<file path="src/rtl/gate_load_conditioner_pkg.sv">
// gate_load_conditioner_pkg: shared FSM state encoding and default parameter values
package gate_load_conditioner_pkg;
  localparam int WIDTH_DEF = 4;
  localparam int SYNC_STAGES_DEF = 2;
  localparam int DEBOUNCE_CYCLES_DEF = 1200;
  typedef enum logic [1:0] {IDLE_LOW, CHECK_HIGH, IDLE_HIGH, CHECK_LOW} state_t;
endpackage

</file>
<file path="src/rtl/gate_load_conditioner_if.sv">
// gate_load_conditioner_if: pin bundle (I, GATE in; O, LOAD, GATE_LEVEL, BUSY out), slave modport for the conditioner
interface gate_load_conditioner_if import gate_load_conditioner_pkg::*; #(parameter int WIDTH = WIDTH_DEF);
  logic [WIDTH-1:0] I;
  logic [WIDTH-1:0] O;
  logic GATE;
  logic LOAD;
  logic GATE_LEVEL;
  logic BUSY;
  modport master(output I, GATE, input O, LOAD, GATE_LEVEL, BUSY);
  modport slave(input I, GATE, output O, LOAD, GATE_LEVEL, BUSY);
endinterface

</file>
<file path="src/rtl/gate_load_conditioner_sync_chain.sv">
// sync_chain: W-bit synchroniser of STAGES flops with sync reset (clk, rst, d in, q out)
module sync_chain #(
  parameter int W = 1,
  parameter int STAGES = 2
) (
  input  logic         clk,
  input  logic         rst,
  input  logic [W-1:0] d,
  output logic [W-1:0] q
);
  logic [W-1:0] r [STAGES];
  always_ff @(posedge clk) begin
    if (rst) r <= '{default: '0};
    else begin
      r[0] <= d;
      for (int i = 1; i < STAGES; i++) r[i] <= r[i-1];
    end
  end
  assign q = r[STAGES-1];
endmodule

</file>
<file path="src/rtl/gate_load_conditioner.sv">
// gate_load_conditioner: sync + debounce GATE, emit one-cycle LOAD with captured O (CLK, RESET, bus: I/GATE in, O/LOAD/GATE_LEVEL/BUSY out)
module gate_load_conditioner import gate_load_conditioner_pkg::*; #(
  parameter int WIDTH = WIDTH_DEF,
  parameter int SYNC_STAGES = SYNC_STAGES_DEF,
  parameter int DEBOUNCE_CYCLES = DEBOUNCE_CYCLES_DEF
) (
  input logic CLK,
  input logic RESET,
  gate_load_conditioner_if.slave bus
);
  localparam int CW = $clog2(DEBOUNCE_CYCLES + 1);
  localparam logic [CW-1:0] LAST = CW'(DEBOUNCE_CYCLES - 1);
  if (DEBOUNCE_CYCLES < 1 || SYNC_STAGES < 2) begin : g_bad_params
    $error("gate_load_conditioner: DEBOUNCE_CYCLES must be >=1 and SYNC_STAGES >=2");
  end
  logic gate_s;
  logic [WIDTH-1:0] data_s;
  state_t state, state_n;
  logic [CW-1:0] cnt, cnt_n;
  logic load_n;
  sync_chain #(.W(1), .STAGES(SYNC_STAGES)) u_gate_sync (.clk(CLK), .rst(RESET), .d(bus.GATE), .q(gate_s));
  sync_chain #(.W(WIDTH), .STAGES(SYNC_STAGES)) u_data_sync (.clk(CLK), .rst(RESET), .d(bus.I), .q(data_s));
  always_comb begin
    state_n = state;
    cnt_n = cnt;
    unique case (state)
      IDLE_LOW: if (gate_s) begin
        state_n = CHECK_HIGH;
        cnt_n = '0;
      end
      CHECK_HIGH: if (!gate_s) begin
        state_n = IDLE_LOW;
        cnt_n = '0;
      end else if (cnt == LAST) state_n = IDLE_HIGH;
      else cnt_n = cnt + 1'b1;
      IDLE_HIGH: if (!gate_s) begin
        state_n = CHECK_LOW;
        cnt_n = '0;
      end
      CHECK_LOW: if (gate_s) begin
        state_n = IDLE_HIGH;
        cnt_n = '0;
      end else if (cnt == LAST) state_n = IDLE_LOW;
      else cnt_n = cnt + 1'b1;
    endcase
    load_n = state == CHECK_HIGH && state_n == IDLE_HIGH;
  end
  always_ff @(posedge CLK) begin
    if (RESET) begin
      state <= IDLE_LOW;
      cnt <= '0;
      bus.O <= '0;
      bus.LOAD <= 1'b0;
      bus.GATE_LEVEL <= 1'b0;
      bus.BUSY <= 1'b0;
    end else begin
      state <= state_n;
      cnt <= cnt_n;
      bus.LOAD <= load_n;
      if (load_n) bus.O <= data_s;
      bus.GATE_LEVEL <= state_n == IDLE_HIGH || state_n == CHECK_LOW;
      bus.BUSY <= state_n == CHECK_HIGH || state_n == CHECK_LOW;
    end
  end
endmodule

</file>
<file path="src/flat_wrapper.sv">
// flat-port wrapper written by rule: the top's interface ports become plain ports
module gate_load_conditioner_flat import gate_load_conditioner_pkg::*;
#(
  parameter int WIDTH = WIDTH_DEF,
  parameter int SYNC_STAGES = SYNC_STAGES_DEF,
  parameter int DEBOUNCE_CYCLES = DEBOUNCE_CYCLES_DEF
)
  (CLK, RESET, bus_I, bus_GATE, bus_O, bus_LOAD, bus_GATE_LEVEL, bus_BUSY);
  gate_load_conditioner_if #(.WIDTH(WIDTH)) bus_i ();
  input logic CLK;
  input logic RESET;
  input wire logic [$bits(bus_i.I)-1:0] bus_I;
  input wire logic [$bits(bus_i.GATE)-1:0] bus_GATE;
  output wire logic [$bits(bus_i.O)-1:0] bus_O;
  output wire logic [$bits(bus_i.LOAD)-1:0] bus_LOAD;
  output wire logic [$bits(bus_i.GATE_LEVEL)-1:0] bus_GATE_LEVEL;
  output wire logic [$bits(bus_i.BUSY)-1:0] bus_BUSY;
  assign bus_i.I = bus_I;
  assign bus_i.GATE = bus_GATE;
  assign bus_O = bus_i.O;
  assign bus_LOAD = bus_i.LOAD;
  assign bus_GATE_LEVEL = bus_i.GATE_LEVEL;
  assign bus_BUSY = bus_i.BUSY;
  gate_load_conditioner #(.WIDTH(WIDTH), .SYNC_STAGES(SYNC_STAGES), .DEBOUNCE_CYCLES(DEBOUNCE_CYCLES)) u_core (.CLK(CLK), .RESET(RESET), .bus(bus_i));
endmodule
</file>
<file path="config.mk">
export PLATFORM = sky130hd
export DESIGN_NAME = gate_load_conditioner_flat
export DESIGN_NICKNAME = d
export VERILOG_FILES = /design/src/rtl/gate_load_conditioner_pkg.sv /design/src/rtl/gate_load_conditioner_if.sv /design/src/rtl/gate_load_conditioner_sync_chain.sv /design/src/rtl/gate_load_conditioner.sv /design/src/flat_wrapper.sv
export SDC_FILE = /design/constraint.sdc
export NUM_CORES = 1
export LEC_CHECK = 0
export BUFFER_PORTS_ARGS = -buffer_cell sky130_fd_sc_hd__buf_2
export CAP_MARGIN = 15
export CORE_MARGIN = 4
export CORE_UTILIZATION = 55
export DETAILED_ROUTE_END_ITERATION = 6
export GPL_TIMING_DRIVEN = 0
export PLACE_DENSITY = 0.8
export SLEW_MARGIN = 20
export SYNTH_ARGS = -nofsm -noshare
export SYNTH_HDL_FRONTEND = slang
export SYNTH_HIERARCHICAL = 1
export SYNTH_SLANG_ARGS = --single-unit
</file>
<file path="constraint.sdc">
create_clock -name CLK -period 3.4 [get_ports CLK]
set_clock_uncertainty 0.15 [all_clocks]
set_input_delay 0.34 -clock CLK [delete_from_list [all_inputs] [get_ports CLK]]
set_output_delay 0.34 -clock CLK [all_outputs]
set_load 0.005 [all_outputs]
</file>
==> flow_summary.toml, run 1 <==
[outcome]
status = "complete, no violations"

[floorplan]
die_h_um = 55.8
num_rows = 17
die_w_um = 55.8
start_util_pct = 57.4
num_io_pins = 14
core_mm2 = 0.00219
dieArea_mm2 = 0.00312

[synth]
synth_edf_count = 0
syn-cell-area_mm2 = 0.00126
synth_nets = 133
ys.flop_type = "dfxtp_1"
syn-instance-count = 125
async_flop_share_pct = 0
yosys_warnings = 6
ys_seq_elements = 29
syn_avg_cell_area_um2 = 10.1
synth_cell_types = 41
ys_seq_area_share_pct = 46.2

[sta]
final.period_utilization_pct = 58.5
fin_tns_setup_ns = 0
worst_slew_pin_slew_ns = 0.464
rsz0062_at_grt = "no"
finalHoldViolCount = 0
final-max-slew-violation-count = 0
fmax_ghz = 0.503
final-setup-viol-count = 0
relSlewSlack_pct = 68.8
period_needed_ns = 1.99

[clocking]
cts-resized-gates = 0
clk_pin_slew_ns = 0.09
clk_path_buf_depth = 2
cts_tree = "built"
root_buffer = "clkbuf_4"
postCtsSetupBuffers = 0
cts.sinks = 29
clk_latency_ns = 0.31
ctsHoldBuffers = 0
htreeDepth = 2
numCtsBuffers = 5

[place]
dp.cells = 166
port_buffers = 13
dp_hpwl_um = 1530
gp_congestion = 0.879

[global_routing]
antenna_found_initial = 0
grt_start_max_net_pins = 17
grt_pass1_wl_um = 3490
grt_usage_pct = 14.5
grt.overflow.total = 0
grt_pass1_vias = 797

[critical_path]
path_max_fanout = 6
reg2regPathDepth = 4
worstSetupEndpointType = "flip-flop"
reg2reg_slack_ns = 1.41
critPathKind = "reg -> reg"
required_ns = 3.45
cp.arrival_ns = 2.04
critPathLaunchType = "flip-flop"

[cells_and_area]
nNetsFinal = 153
antenna_cells = 0
area_growth_pct = 14.7
drive_gt1_share_pct = 24.7
layout_common_cells = "dfxtp_1, buf_2, nor2b_1, nor2_1, nand3_1"
final_cells = 174
final_common_cell = "dfxtp_1"

[drt]
drt_wl_total_um = 2100
vias = 935
drt_pass1_iterations = 4
ant_nets = 0
wl_per_cell_um = 12.1
drc = 0
drt_iter0_drc = 16
vias_per_cell = 5.37

[power]
power_per_cell_area_mw_per_mm2 = 459
max-vdd-ir-drop_mv = 0.310
p_leak_nw = 0.588

[hold_path]
hold_depth = 2
hp-class = "in -> reg"

[flow_run]
maxCapViolCount = 0
[final timing paths]
kind,from,to
worst max-delay path,u_core/cnt[6],u_core/bus.O[0]
worst min-delay path,bus_I[2],u_core/u_data_sync/r[6]
worst max register to register,u_core/cnt[6],u_core/bus.O[0]
worst min register to register,u_core/u_data_sync/r[7],u_core/u_data_sync/q[3]
[critical path, stage by stage, from the launching register on]
cell,delay [ns]
dfxtp_1,0.36
or4b_4,0.61
nor4_4,0.45
mux2i_1,0.25
nor2_1,0.05
[final cells by class]
class / instances / area, µm²
fillers: 180 / 748
multi-input cells: 86 / 622
flip-flops and latches: 29 / 581
repair buffers: 13 / 65.1
clock buffers: 7 / 55.1
plain buffers: 9 / 51.3
well taps: 28 / 35.0
clock inverters: 1 / 30.0
inverters: 1 / 3.75
[logic make-up after synthesis]
family                   count (synthesis)  synth area share [%]
XOR/XNOR                                 6                  5.97
multiplexers                             4                  3.18
flip-flops                              29                  46.2
AO/OA/AOI/OAI                           18                  10.6
AND/OR/NAND/NOR                         57                  28.7
adder cells (fa/ha/maj)                  1                 0.995
buffers and inverters                   10                  4.38
[power by group]
| part | switching, W | internal (W) |
|---|---|---|
| logic | 0.0000137 | 0.0000124 |
| registers | 0.00000270 | 0.000346 |
| clock network | 0.000111 | 0.000176 |
[cell usage after synthesis, types with 3 or more instances]
cell	number	share of area (%)
clkbuf_1	3	0.90
dfxtp_1	29	46
a21oi_1	6	2.4
nand3_1	7	2.8
xor2_1	4	2.8
nor2b_1	11	5.5
nand2_1	5	1.5
or4_1	4	2.4
nor2_1	10	3.0
nand2b_1	3	1.5
mux2i_1	4	3.2
buf_4	4	2.4
[per-layer routing]
| metal | GRT usage (%) | wire, µm |
|---|---|---|
| met1 | 16.8 | 973 |
| met2 | 23.6 | 997 |
| met3 | 5.80 | 100 |
| met4 | 6.10 | 29 |
| met5 | 0 | 0 |
[per-stage QoR]
| step | area, µm² | utilization [%] | hold slack, ns | total power, W | setup WS [ns] |
|---|---|---|---|---|---|
| 2_1_floorplan | 1260 | - | 0.262 | 0.000373 | 1.55 |
| 3_3_place_gp | 1360 | 62.0 | 0.268 | 0.000382 | 1.45 |
| 3_5_place_dp | 1360 | 62.0 | 0.272 | 0.000383 | 1.40 |
| 4_1_cts | 1440 | 65.8 | 0.0645 | 0.000670 | 1.39 |
| 5_1_grt | 1440 | 65.8 | 0.0544 | 0.000687 | 1.31 |
| 6_report | 1440 | 65.8 | 0.0768 | 0.000662 | 1.41 |
[state kept, by name, indices dropped and copies added, names as in the netlist]
register and count:
u_core/u_gate_sync/r 1, u_core/cnt 11, u_core/bus.BUSY 1, u_core/u_gate_sync/q 1
u_core/u_data_sync/r 4, u_core/u_data_sync/q 4, u_core/bus.LOAD 1, u_core/state 1
u_core/bus.GATE_LEVEL 1, u_core/bus.O 4
Power figures use the tool's default switching activity.
==> run 2: changes to the inputs <==
==> constraint.sdc (replaced) <==
create_clock -name CLK -period 2.1 [get_ports CLK]
set_clock_uncertainty 0.15 [all_clocks]
set_input_delay 0.21 -clock CLK [delete_from_list [all_inputs] [get_ports CLK]]
set_output_delay 0.21 -clock CLK [all_outputs]
set_load 0.005 [all_outputs]
==> run 2 against run 1 <==
Effect of this change: critical path depth unchanged; clock power is 63% higher; die area unchanged; maximum frequency decreased by 0.32%; global-route usage up 0.97 points; flip-flop and latch count did not move; sequential power up 62%; power is 64% higher.
==> flow_summary.toml, run 2 (synthesis results as in run 1) <==
[sta]
final-setup-viol-count = 0
rsz0062_at_grt = "no"
finalHoldViolCount = 0
final-max-slew-violation-count = 0
fmax_ghz = 0.501
worst_slew_pin_slew_ns = 0.469
period_needed_ns = 2.00
fin_tns_setup_ns = 0
final.period_utilization_pct = 95.0
whs_ns = 0.0867
relSlewSlack_pct = 68.5

[hold_path]
hold_path_startpoint = "RESET"
hold_end = "u_core/u_data_sync/r[4]"
hp-class = "in -> reg"
hold_depth = 2

[place]
place_area_mm2 = 0.00136
gp_congestion = 0.879
port_buffers = 13
dp_hpwl_um = 1530

[global_routing]
grt_start_max_net_pins = 17
grt_usage_pct = 15.5
antenna_found_initial = 0
grt_pass1_wl_um = 3720
grt.overflow.total = 0
grt_pass1_vias = 834

[drt]
drt_pass1_iterations = 4
drc = 0
vias_per_cell = 5.43
ant_nets = 0
drt_iter0_drc = 15
wl_per_cell_um = 12.7
vias = 972
drt_wl_total_um = 2270

[critical_path]
reg2reg_slack_ns = 0.10
timing.rr.start = "u_core/cnt[6]"
required_ns = 2.15
critPathKind = "reg -> reg"
r2r-end = "u_core/bus.O[0]"
critical_path.slowest_cell = "or4b_4"
critPathTopFamily = "simple AND/OR/NAND/NOR gates"
reg2regPathDepth = 4
path_cells = "or4b_4, nor4_4, mux2i_1, nor2_1"
critPathLaunchType = "flip-flop"
cp.arrival_ns = 2.05
max_stage_delay_ns = 0.61
worstSetupEndpointType = "flip-flop"
crit_buf_inv = 0
path_max_fanout = 6

[floorplan]
die_h_um = 55.8
start_util_pct = 57.4
dieArea_mm2 = 0.00312
num_rows = 17
die_w_um = 55.8
num_io_pins = 14
core_mm2 = 0.00219

[cells_and_area]
nNetsFinal = 158
utilization_pct = 68.1
layout_common_cells = "dfxtp_1, buf_2, nor2b_1, nor2_1, nand3_1"
drive_gt1_share_pct = 23.8
antenna_cells = 0
top_register = "u_core/cnt"
area_growth_pct = 18.7
final_common_cell = "dfxtp_1"
post-route-cell-area_mm2 = 0.00149
largest_reg_flops = 11

[clocking]
root_buffer = "clkbuf_4"
clk_latency_ns = 0.32
cts_tree = "built"
htreeDepth = 2
cts.sinks = 29
clk_pin_slew_ns = 0.09
numCtsBuffers = 5
clk_path_buf_depth = 2

[power]
power_per_cell_area_mw_per_mm2 = 726
max-vdd-ir-drop_mv = 0.503
p_leak_nw = 0.609

[flow_run]
maxCapViolCount = 0

[outcome]
status = "complete, no violations"
[run 2: worst max path at each step]
stage,slack [ns],start,to,cells after the start
finish,0.10,u_core/cnt[6],u_core/bus.O[0],4
global route,0.01,u_core/bus.GATE_LEVEL,u_core/cnt[5],5
CTS,0.09,u_core/cnt[6],u_core/bus.O[0],4
detailed placement,0.10,u_core/cnt[6],u_core/bus.O[0],4
global placement,0.15,u_core/cnt[6],u_core/bus.O[2],4
floorplan,0.25,u_core/bus.GATE_LEVEL,u_core/cnt[5],5
[run 2: routing by layer]
metal / part of all wire (%) / wire length (µm) / vias to the layer above / global-route usage [%]
met5: 0 / 0 / - / 0
met4: 1.3 / 29 / 0 / 6.10
met3: 4.5 / 102 / 5 / 5.80
met2: 50 / 1140 / 15 / 25.7
met1: 44 / 1000 / 456 / 18.0
li1: - / - / 496 / -
[run 2: worst register-to-register path: stages (launching register included)]
cell,delay [ns]
dfxtp_1,0.36
or4b_4,0.61
nor4_4,0.45
mux2i_1,0.25
nor2_1,0.05
[run 2: per-stage QoR]
step / total power [W] / worst slack [ns] / std cells
4_1_cts: 0.00109 / 0.0850 / 179
6_report: 0.00108 / 0.104 / 179
3_5_place_dp: 0.000621 / 0.103 / 166
5_1_grt: 0.00112 / 0.00984 / 179
3_3_place_gp: 0.000618 / 0.150 / 166
2_1_floorplan: 0.000605 / 0.250 / 125
[run 2: power by group]
group / switching, W / leakage, nW / total, W / internal, W
clock network: 0.000184 / 0.0455 / 0.000469 / 0.000284
registers: 0.00000434 / 0.236 / 0.000565 / 0.000560
logic: 0.0000242 / 0.327 / 0.0000504 / 0.0000262
[run 2: final cells by class]
class	count	area, µm²
buffer	9	51.3
multi-input combinational	86	622
timing repair buffer	18	115
tap	28	35.0
clock inverter	1	30.0
fill	169	698
clock buffer	7	55.1
inverter	1	3.75
sequential	29	581
[run 2: timing repair]
item,4_1_cts,5_1_grt
setup buffers,0,0
hold buffers,5,0
gates resized for setup,0,0
endpoints found under the hold margin,5,0
